File: config.mk
export PLATFORM = sky130hd
export DESIGN_NAME = keypad_debounce_scanner
export DESIGN_NICKNAME = d
export VERILOG_FILES = /design/src/rtl/keypad_pkg.sv /design/src/rtl/keypad_debounce_scanner_scan_tick_gen.sv /design/src/rtl/keypad_debounce_scanner.sv
export SDC_FILE = /design/constraint.sdc
export NUM_CORES = 1
export LEC_CHECK = 0
export BUFFER_PORTS_ARGS = -buffer_cell sky130_fd_sc_hd__buf_2
export CAP_MARGIN = 5
export CELL_PAD_IN_SITES_DETAIL_PLACEMENT = 0
export CELL_PAD_IN_SITES_GLOBAL_PLACEMENT = 2
export CORE_MARGIN = 2
export CORE_UTILIZATION = 42
export DETAILED_ROUTE_END_ITERATION = 10
export PLACE_DENSITY = 0.89
export SKIP_LAST_GASP = 1
export SLEW_MARGIN = 20
export SYNTH_ARGS = -nofsm -noshare
export SYNTH_HDL_FRONTEND = slang
export SYNTH_SLANG_ARGS = --single-unit
File: constraint.sdc
create_clock -name clk -period 5.1 [get_ports clk]
set_input_delay 0 -clock clk [delete_from_list [all_inputs] [get_ports clk]]
set_output_delay 0 -clock clk [all_outputs]
set_load 0.01 [all_outputs]
File: src/rtl/keypad_pkg.sv
// Shared definitions for the keypad scanner: FSM encoding, column patterns
// and small helpers for the active-low one-hot column and row vectors.
package keypad_pkg;

    typedef enum logic [1:0] {
        SCAN     = 2'd0,
        DEBOUNCE = 2'd1,
        HELD     = 2'd2,
        RELEASE  = 2'd3
    } state_t;

    localparam logic [3:0] COL_IDLE  = 4'b1111;
    localparam logic [3:0] COL_FIRST = 4'b1110;

    // Active-low one-hot column drive to its index; anything else maps to 0.
    function automatic logic [1:0] col_to_index(input logic [3:0] col_drive);
        logic [1:0] idx;
        case (col_drive)
            4'b1101: idx = 2'd1;
            4'b1011: idx = 2'd2;
            4'b0111: idx = 2'd3;
            default: idx = 2'd0;
        endcase
        return idx;
    endfunction

    // Lowest-numbered row pulled low wins when several keys share a column.
    function automatic logic [1:0] lowest_low_row(input logic [3:0] rows);
        logic [1:0] idx;
        idx = 2'd0;
        for (int i = 3; i >= 0; i--) begin
            if (!rows[i]) begin
                idx = 2'(i);
            end
        end
        return idx;
    endfunction

    function automatic logic [3:0] next_col(input logic [3:0] col_drive);
        return {col_drive[2:0], col_drive[3]};
    endfunction

endpackage

File: src/rtl/keypad_debounce_scanner_scan_tick_gen.sv
// Free-running divider producing a one-clock tick every SCAN_DIV clocks,
// on the cycle where the divider sits at its terminal count.
module scan_tick_gen #(
    parameter int SCAN_DIV = 50000
) (
    input  logic clk,
    input  logic rst,
    output logic tick
);

    localparam int DIV_W = $clog2(SCAN_DIV);
    localparam logic [DIV_W-1:0] DIV_LAST = DIV_W'(SCAN_DIV - 1);
    localparam logic [DIV_W-1:0] DIV_ONE  = DIV_W'(1);

    logic [DIV_W-1:0] r_div;

    always_ff @(posedge clk or negedge rst) begin
        if (!rst) begin
            r_div <= '0;
        end else if (r_div == DIV_LAST) begin
            r_div <= '0;
        end else begin
            r_div <= r_div + DIV_ONE;
        end
    end

    assign tick = (r_div == DIV_LAST);

endmodule

File: src/rtl/keypad_debounce_scanner.sv
// 4x4 active-low keypad scanner with press/release debouncing in scan ticks.
// Reports a stable key index, a held level and a one-clock new-press pulse.
module keypad_debounce_scanner
    import keypad_pkg::*;
#(
    parameter int SCAN_DIV     = 50000,
    parameter int DEBOUNCE_CNT = 10
) (
    input  logic       clk,
    input  logic       rst,
    input  logic [3:0] fila,
    output logic [3:0] col,
    output logic [3:0] posicion,
    output logic       opr,
    output logic       key_valid,
    output logic [1:0] dbg_state
);

    localparam int CNT_W = $clog2(DEBOUNCE_CNT + 1);
    localparam logic [CNT_W-1:0] CNT_TGT = CNT_W'(DEBOUNCE_CNT);
    localparam logic [CNT_W-1:0] CNT_ONE = CNT_W'(1);
    localparam bit ONE_SHOT = (DEBOUNCE_CNT == 1);

    logic [3:0]       r_fs_meta;
    logic [3:0]       r_fs;
    state_t           r_state;
    logic [3:0]       r_col;
    logic [1:0]       r_cand_row;
    logic [CNT_W-1:0] r_cnt;
    logic [3:0]       r_posicion;
    logic             r_opr;
    logic             r_key_valid;

    logic             w_tick;
    logic             w_any_low;
    logic             w_cand_high;
    logic [CNT_W-1:0] w_cnt_inc;
    state_t           w_state_nxt;
    logic [3:0]       w_col_nxt;
    logic [1:0]       w_cand_nxt;
    logic [CNT_W-1:0] w_cnt_nxt;
    logic             w_confirm;
    logic             w_release_done;
    logic [3:0]       w_posicion_nxt;
    logic             w_opr_nxt;
    logic             w_key_valid_nxt;

    scan_tick_gen #(
        .SCAN_DIV(SCAN_DIV)
    ) u_tick (
        .clk  (clk),
        .rst  (rst),
        .tick (w_tick)
    );

    // Rows are asynchronous to clk; everything downstream sees only r_fs.
    always_ff @(posedge clk or negedge rst) begin
        if (!rst) begin
            r_fs_meta <= 4'b1111;
            r_fs      <= 4'b1111;
        end else begin
            r_fs_meta <= fila;
            r_fs      <= r_fs_meta;
        end
    end

    assign w_any_low   = (r_fs != COL_IDLE);
    assign w_cand_high = r_fs[r_cand_row];
    assign w_cnt_inc   = r_cnt + CNT_ONE;

    always_ff @(posedge clk or negedge rst) begin
        if (!rst) begin
            r_state     <= SCAN;
            r_col       <= COL_FIRST;
            r_cand_row  <= 2'd0;
            r_cnt       <= '0;
            r_posicion  <= 4'd0;
            r_opr       <= 1'b0;
            r_key_valid <= 1'b0;
        end else begin
            r_state     <= w_state_nxt;
            r_col       <= w_col_nxt;
            r_cand_row  <= w_cand_nxt;
            r_cnt       <= w_cnt_nxt;
            r_posicion  <= w_posicion_nxt;
            r_opr       <= w_opr_nxt;
            r_key_valid <= w_key_valid_nxt;
        end
    end

    // The column only moves in SCAN or when a press/release attempt ends,
    // so a held key keeps its column driven and other keys stay invisible.
    always_comb begin
        w_state_nxt    = r_state;
        w_col_nxt      = r_col;
        w_cand_nxt     = r_cand_row;
        w_cnt_nxt      = r_cnt;
        w_confirm      = 1'b0;
        w_release_done = 1'b0;
        if (w_tick) begin
            case (r_state)
                SCAN: begin
                    if (!w_any_low) begin
                        w_col_nxt = next_col(r_col);
                    end else begin
                        w_cand_nxt = lowest_low_row(r_fs);
                        if (ONE_SHOT) begin
                            w_confirm   = 1'b1;
                            w_cnt_nxt   = '0;
                            w_state_nxt = HELD;
                        end else begin
                            w_cnt_nxt   = CNT_ONE;
                            w_state_nxt = DEBOUNCE;
                        end
                    end
                end
                DEBOUNCE: begin
                    if (!w_cand_high) begin
                        if (w_cnt_inc == CNT_TGT) begin
                            w_confirm   = 1'b1;
                            w_cnt_nxt   = '0;
                            w_state_nxt = HELD;
                        end else begin
                            w_cnt_nxt = w_cnt_inc;
                        end
                    end else begin
                        w_cnt_nxt   = '0;
                        w_col_nxt   = next_col(r_col);
                        w_state_nxt = SCAN;
                    end
                end
                HELD: begin
                    if (w_cand_high) begin
                        if (ONE_SHOT) begin
                            w_release_done = 1'b1;
                            w_cnt_nxt      = '0;
                            w_col_nxt      = next_col(r_col);
                            w_state_nxt    = SCAN;
                        end else begin
                            w_cnt_nxt   = CNT_ONE;
                            w_state_nxt = RELEASE;
                        end
                    end
                end
                RELEASE: begin
                    if (w_cand_high) begin
                        if (w_cnt_inc == CNT_TGT) begin
                            w_release_done = 1'b1;
                            w_cnt_nxt      = '0;
                            w_col_nxt      = next_col(r_col);
                            w_state_nxt    = SCAN;
                        end else begin
                            w_cnt_nxt = w_cnt_inc;
                        end
                    end else begin
                        w_cnt_nxt   = '0;
                        w_state_nxt = HELD;
                    end
                end
                default: begin
                    w_cnt_nxt   = '0;
                    w_state_nxt = SCAN;
                end
            endcase
        end
    end

    // row*4 + col_index is simply the concatenation of the two 2-bit fields.
    always_comb begin
        w_posicion_nxt  = r_posicion;
        w_opr_nxt       = r_opr;
        w_key_valid_nxt = 1'b0;
        if (w_confirm) begin
            w_posicion_nxt  = {w_cand_nxt, col_to_index(r_col)};
            w_opr_nxt       = 1'b1;
            w_key_valid_nxt = 1'b1;
        end else if (w_release_done) begin
            w_opr_nxt = 1'b0;
        end
    end

    assign col       = r_col;
    assign posicion  = r_posicion;
    assign opr       = r_opr;
    assign key_valid = r_key_valid;
    assign dbg_state = r_state;

endmodule

# Yosys cells after proc, flatten, opt, wreduce, memory -nomap -nowiden
# Index checks and enable logic that the tools add are counted.
[totals] output_inout_bits=12 inputBits=6 regBits=42 wordCells=75
[classes] n_lt_le_gt_ge=1 n_addsub=2 reduce_logical=6 muxes=39 n_eq_ne=17
[ops] op="4-bit 2-to-1 mux" n=9
[ops] op="2-bit 2-to-1 mux" n=13
[ops] op="16-bit by 1-bit adder with 16-bit output (second input constant)" n=1
[ops] op="16-bit == test (second input constant)" n=1
[ops] op="16-bit 2-to-1 mux" n=1
[ops] op="4-bit one-hot mux with 4 select lines" n=1
[ops] op="4-bit == test (second input constant)" n=3
[ops] op="2-bit != test (second input constant)" n=6
[ops] op="4-bit one-hot mux with 3 select lines" n=1
[ops] op="1-bit 2-to-1 mux" n=11
[ops] op="2-bit one-hot mux with 4 select lines" n=1
[ops] op="3-bit != test (second input constant)" n=2
[ops] op="2-bit one-hot mux with 3 select lines" n=1
[ops] op="6-bit AND reduction" n=1
[ops] op="5-bit AND reduction" n=1
[ops] op="4-bit by 1-bit adder with 4-bit output (second input constant)" n=1
[ops] op="2-bit == test (second input constant)" n=2
[ops] op="4-bit by 3-bit == test with 1-bit output (second input constant)" n=1
[ops] op="4-bit != test (second input constant)" n=1
[ops] op="2-bit by 3-bit < comparator with 1-bit output (second input constant)" n=1
[ops] op="3-bit AND reduction" n=1
[ops] op="3-bit nonzero test" n=1
[ops] op="1-bit binary-select mux with 2-bit select" n=1
[ops] op="2-bit by 1-bit == test with 1-bit output (second input constant)" n=1
[ops] op="2 further kinds" n=2

# Logic depth before layout (Yosys ltp)
[depth] word_depth=8 ltp_mapped=7

# By module
# A second synthesis with hierarchy kept.
[hier_totals] cells_unflattened=164 hier_area_um2=1939.4
[modules_own_cells] module="keypad_debounce_scanner" area_per_inst_um2=1177.4 n_inst=1 cells_each=97
[modules_own_cells] module="scan_tick_gen" area_per_inst_um2=762.0 n_inst=1 cells_each=67

# Worst setup path after synthesis
# OpenSTA, ideal clock, no wires.
[synth_path] path_type="flip-flop to flip-flop" startpoint="reg u_tick.r_div[4]" endpoint="reg r_posicion[0] (netlist: posicion[0])" arrival_time_ps=2274 path_buffers=1 setup_slack_ps=2701 stages_incl_launch_ff=7 synth_period_minus_slack_ps=2399 required_ps=4975 path_cell_list="dfrtp_1 > or4_4 > nor4_4 > nand2_2 > or4_1 > buf_2 > mux2_4"
[synth_via] elab_chain_cells=2
[synth_rtl] item="from (decl)" line_no="keypad_debounce_scanner_scan_tick_gen.sv:15" text="logic [DIV_W-1:0] r_div;"
[synth_rtl] item="from (signal assigned)" line_no="keypad_debounce_scanner_scan_tick_gen.sv:23" text="r_div <= r_div + DIV_ONE;"
[synth_rtl] item="16-bit == test" line_no="keypad_debounce_scanner_scan_tick_gen.sv:27" text="assign tick = (r_div == DIV_LAST);"
[synth_rtl] item="1-bit 2-to-1 mux" line_no="keypad_debounce_scanner.sv:100" text="if (w_tick) begin"
[synth_rtl] item="to (signal assigned)" line_no="keypad_debounce_scanner.sv:85" text="r_posicion <= w_posicion_nxt;"
[synth_rtl] item="to (decl)" line_no="keypad_debounce_scanner.sv:30" text="logic [3:0] r_posicion;"
# Every way passes these cells.
# A chain may end at the register's enable or synchronous reset.

# Final worst setup path
# Ends and elaborated chain as after synthesis.

==> impl_metrics.py <==
metrics = {
    "status": {
        "status": "completed",
    },
    "synthesis": {
        "synthArstFlopShare_pct": 100.0,
        "synth_edf_count": 0,
        "synth.avg_cell_area_sq_um": 11.65,
        "synth_cells": 164,
        "synth_seq_cells": 42,
        "synth_nets": 173,
        "synth_ff_type": "dfrtp_1",
        "yosysSeqAreaShare_pct": 55.73,
        "netlist_area_sq_mm": 0.001911,
        "ys_warn_count": 0,
        "yosysUniqueCellTypes": 39,
    },
    "cts": {
        "path_clk_slew_ns": 0.07,
        "cts.path.max_buffers": 2,
        "htree_levels": 2,
        "cts-root-buf": "clkbuf_8",
        "cts-hold-fix-buffers": 5,
        "cts_resized": 0,
        "clk_latency_ns": 0.29,
        "cts_made_buffers": 5,
        "cts_sinks": 42,
        "postCtsSetupRepairBufs": 0,
        "cts_tree": "done",
    },
    "worst_setup_path": {
        "r2r_cells": 5,
        "crit_buf_inv": 0,
        "cp_top_family": "simple AND/OR/NAND/NOR gates",
        "worst_r2r_endpoint": "posicion[0]",
        "cp_cell_sequence": "or4_4, nor4_4, nand2_2, or4_1, mux2_4",
        "r2r_start": "u_tick.r_div[4]",
        "cp_data_required_time_ns": 5.28,
        "worstSetupPathType": "flop to flop",
        "end_kind": "flop",
        "ff2ff_setup_slack_ns": 2.13,
        "crit_path_top_delay_cell": "nor4_4",
        "critical_path_arrival_ns": 3.15,
        "critPathMaxFanout": 16,
        "slowest_delay_ns": 0.72,
        "critPathLaunch": "u_tick.r_div[4]",
        "worst_setup_path_start_kind": "flop",
    },
    "routing": {
        "initialDrtViolationCount": 77,
        "vias_per_cell": 5.479,
        "ant_nets": 0,
        "dr.pass1.iters": 3,
        "num_vias": 1315,
        "drc": 0,
        "wl_um": 3390,
        "avgRoutedWirePerCell_um": 14.13,
    },
    "global_routing": {
        "gr-usage-met2_pct": 22.84,
        "grtUsageTotal_pct": 15.00,
        "use_met1_pct": 20.61,
        "grt-ovfl-total": 0,
        "grt_pass1_wl_um": 5954,
        "grt_max_degree": 43,
        "grtUsageMet3_pct": 2.954,
        "grt_pass1_vias": 1261,
        "top_usage_layer": "met2",
        "antenna_found_initial": 0,
    },
    "floorplanning": {
        "die_h_um": 71.45,
        "start_util_pct": 43.88,
        "die_w_um": 71.45,
        "fp.dieArea_sq_mm": 0.005104,
        "io-pin-count": 18,
        "row_count": 24,
        "core-area_sq_mm": 0.004354,
    },
    "min_path": {
        "hold_path.class": "flop to flop",
        "hold_path_depth": 0,
        "min_to": "r_fs[3]",
        "worstHoldStart": "r_fs_meta[3]",
    },
    "power": {
        "vdd_ir_drop_max_v": 0.0001901,
        "p_leak_nw": 1.012,
        "p_per_area_mw_per_mm2": 257.2,
    },
    "job": {
        "max-cap-violations": 0,
    },
    "sta": {
        "hold_viol_final": 0,
        "worstMarginPinSlew_ns": 0.8983,
        "holdWs_ns": 0.3556,
        "min_period_over_period_pct": 58.27,
        "relSlewSlack_pct": 40.12,
        "period_needed_ns": 2.972,
        "finalWorstSetupSlack_ns": 2.128,
        "setup_viol": 0,
        "totalNegativeSetupSlack_ns": 0,
        "rsz0062_at_grt": "false",
        "drv_slew": 0,
        "finalClockSkew_ns": 0.01478,
        "max_freq_ghz": 0.3365,
    },
    "final_layout": {
        "nNetsFinal": 196,
        "syn2layout_area_growth_pct": 13.43,
        "diodes": 0,
        "fill_cells": 381,
        "drive_above_1_share_pct": 23.94,
    },
    "placed_design": {
        "dpl_worst_slack_ns": 2.152,
        "place.detailed.hpwl_um": 2374,
        "gp_congestion": 0.8272,
        "port_buffers": 17,
    },
}
[per-stage QoR]
stage | power, mW | instance area, sq um | util [%] | cells
after floorplan | 0.3499 | 1911 | - | 164
after global placement | 0.3585 | 2037 | 46.78 | 227
after detailed placement | 0.3600 | 2037 | 46.78 | 227
after CTS | 0.5681 | 2167 | 49.77 | 240
after global routing | 0.5839 | 2167 | 49.77 | 240
final | 0.5575 | 2167 | 49.77 | 240
[report_power, final]
part           internal, mW  total (mW)  switching, mW
clock                0.0973       0.202          0.104
combinational       0.00544      0.0145        0.00907
sequential            0.339       0.341        0.00254
total                 0.442       0.557          0.116
[cell type report]
| type | count | area [sq um] | area share (%) |
|---|---|---|---|
| inverters | 5 | 18.77 | 0.8661 |
| well taps | 52 | 65.06 | 3.002 |
| flip-flops and latches | 42 | 1065 | 49.13 |
| clock buffers | 8 | 80.08 | 3.695 |
| repair buffers | 22 | 135.1 | 6.236 |
| multi-input cells | 111 | 803.3 | 37.07 |
[sequential cells by signal (all words and copies together) (netlist names), named ones only]
| signal | cells |
|---|---|
| col | 4 |
| dbg_state | 1 |
| key_valid | 1 |
| opr | 1 |
| posicion | 4 |
| r_cand_row | 2 |
| r_cnt | 4 |
| r_fs | 4 |
| r_fs_meta | 4 |
| u_tick.r_div | 16 |
[per-layer routing]
metal	part of all wire [%]	up-vias	wire (um)
met5	0	-	0
met4	2.1	0	70
met3	2.1	6	71
met2	48	10	1615
met1	48	663	1633
li1	-	636	-
[layout by cell type (no fill, tap or decap), types with 6 or more instances in the layout]
| cell | n |
|---|---|
| buf_2 | 17 |
| dfrtp_1 | 31 |
| dfstp_2 | 11 |
| nand2_1 | 13 |
| nand3_1 | 14 |
| nor2_1 | 10 |
| o21ai_0 | 6 |
| xnor2_1 | 7 |
| xor2_1 | 10 |
[synthesized netlist by cell type (all sizes together), types with 2 or more instances]
cell type  instances  area (sq um)
a21oi              3         15.01
and3               4         25.02
nand4              5         31.28
mux2               8         105.1
xor2              10         87.58
nor2              10         37.54
ha                 3         37.54
nand3             14         70.07
inv                5         18.77
and4               2         17.52
or4                3         26.27
dfstp             11         289.0
o32a               2         20.02
o31ai              2         15.01
nand2             14         55.06
clkbuf             5         18.77
dfrtp             31         775.7
xnor2              7         61.31
nor4               2         27.53
a31oi              4         25.02
o21ai              6         30.03
[logic make-up after synthesis]
logic type / count (synthesis) / synth area share, %
AO/OA/AOI/OAI: 22 / 7.924
XOR/XNOR: 17 / 7.793
adder cells (fa/ha/maj): 3 / 1.965
buffers and inverters: 11 / 2.227
flip-flops: 42 / 55.73
multiplexers: 10 / 7.204
AND/OR/NAND/NOR: 59 / 17.16
[worst register-to-register path: stages, from the launching register on]
cell and delay [ns]:
dfrtp_1 0.43, or4_4 0.57, nor4_4 0.72, nand2_2 0.20
or4_1 0.60, mux2_4 0.35
[worst max-delay path by stage]
stage / cells after the start / end / slack, ns
after floorplan: 6 / posicion[0] / 2.70
after global placement: 5 / posicion[0] / 2.21
after detailed placement: 5 / posicion[0] / 2.15
after CTS: 5 / posicion[0] / 2.14
after global routing: 5 / posicion[1] / 2.02
final: 5 / posicion[0] / 2.13
Note: power is estimated with default switching activity, not from simulation.
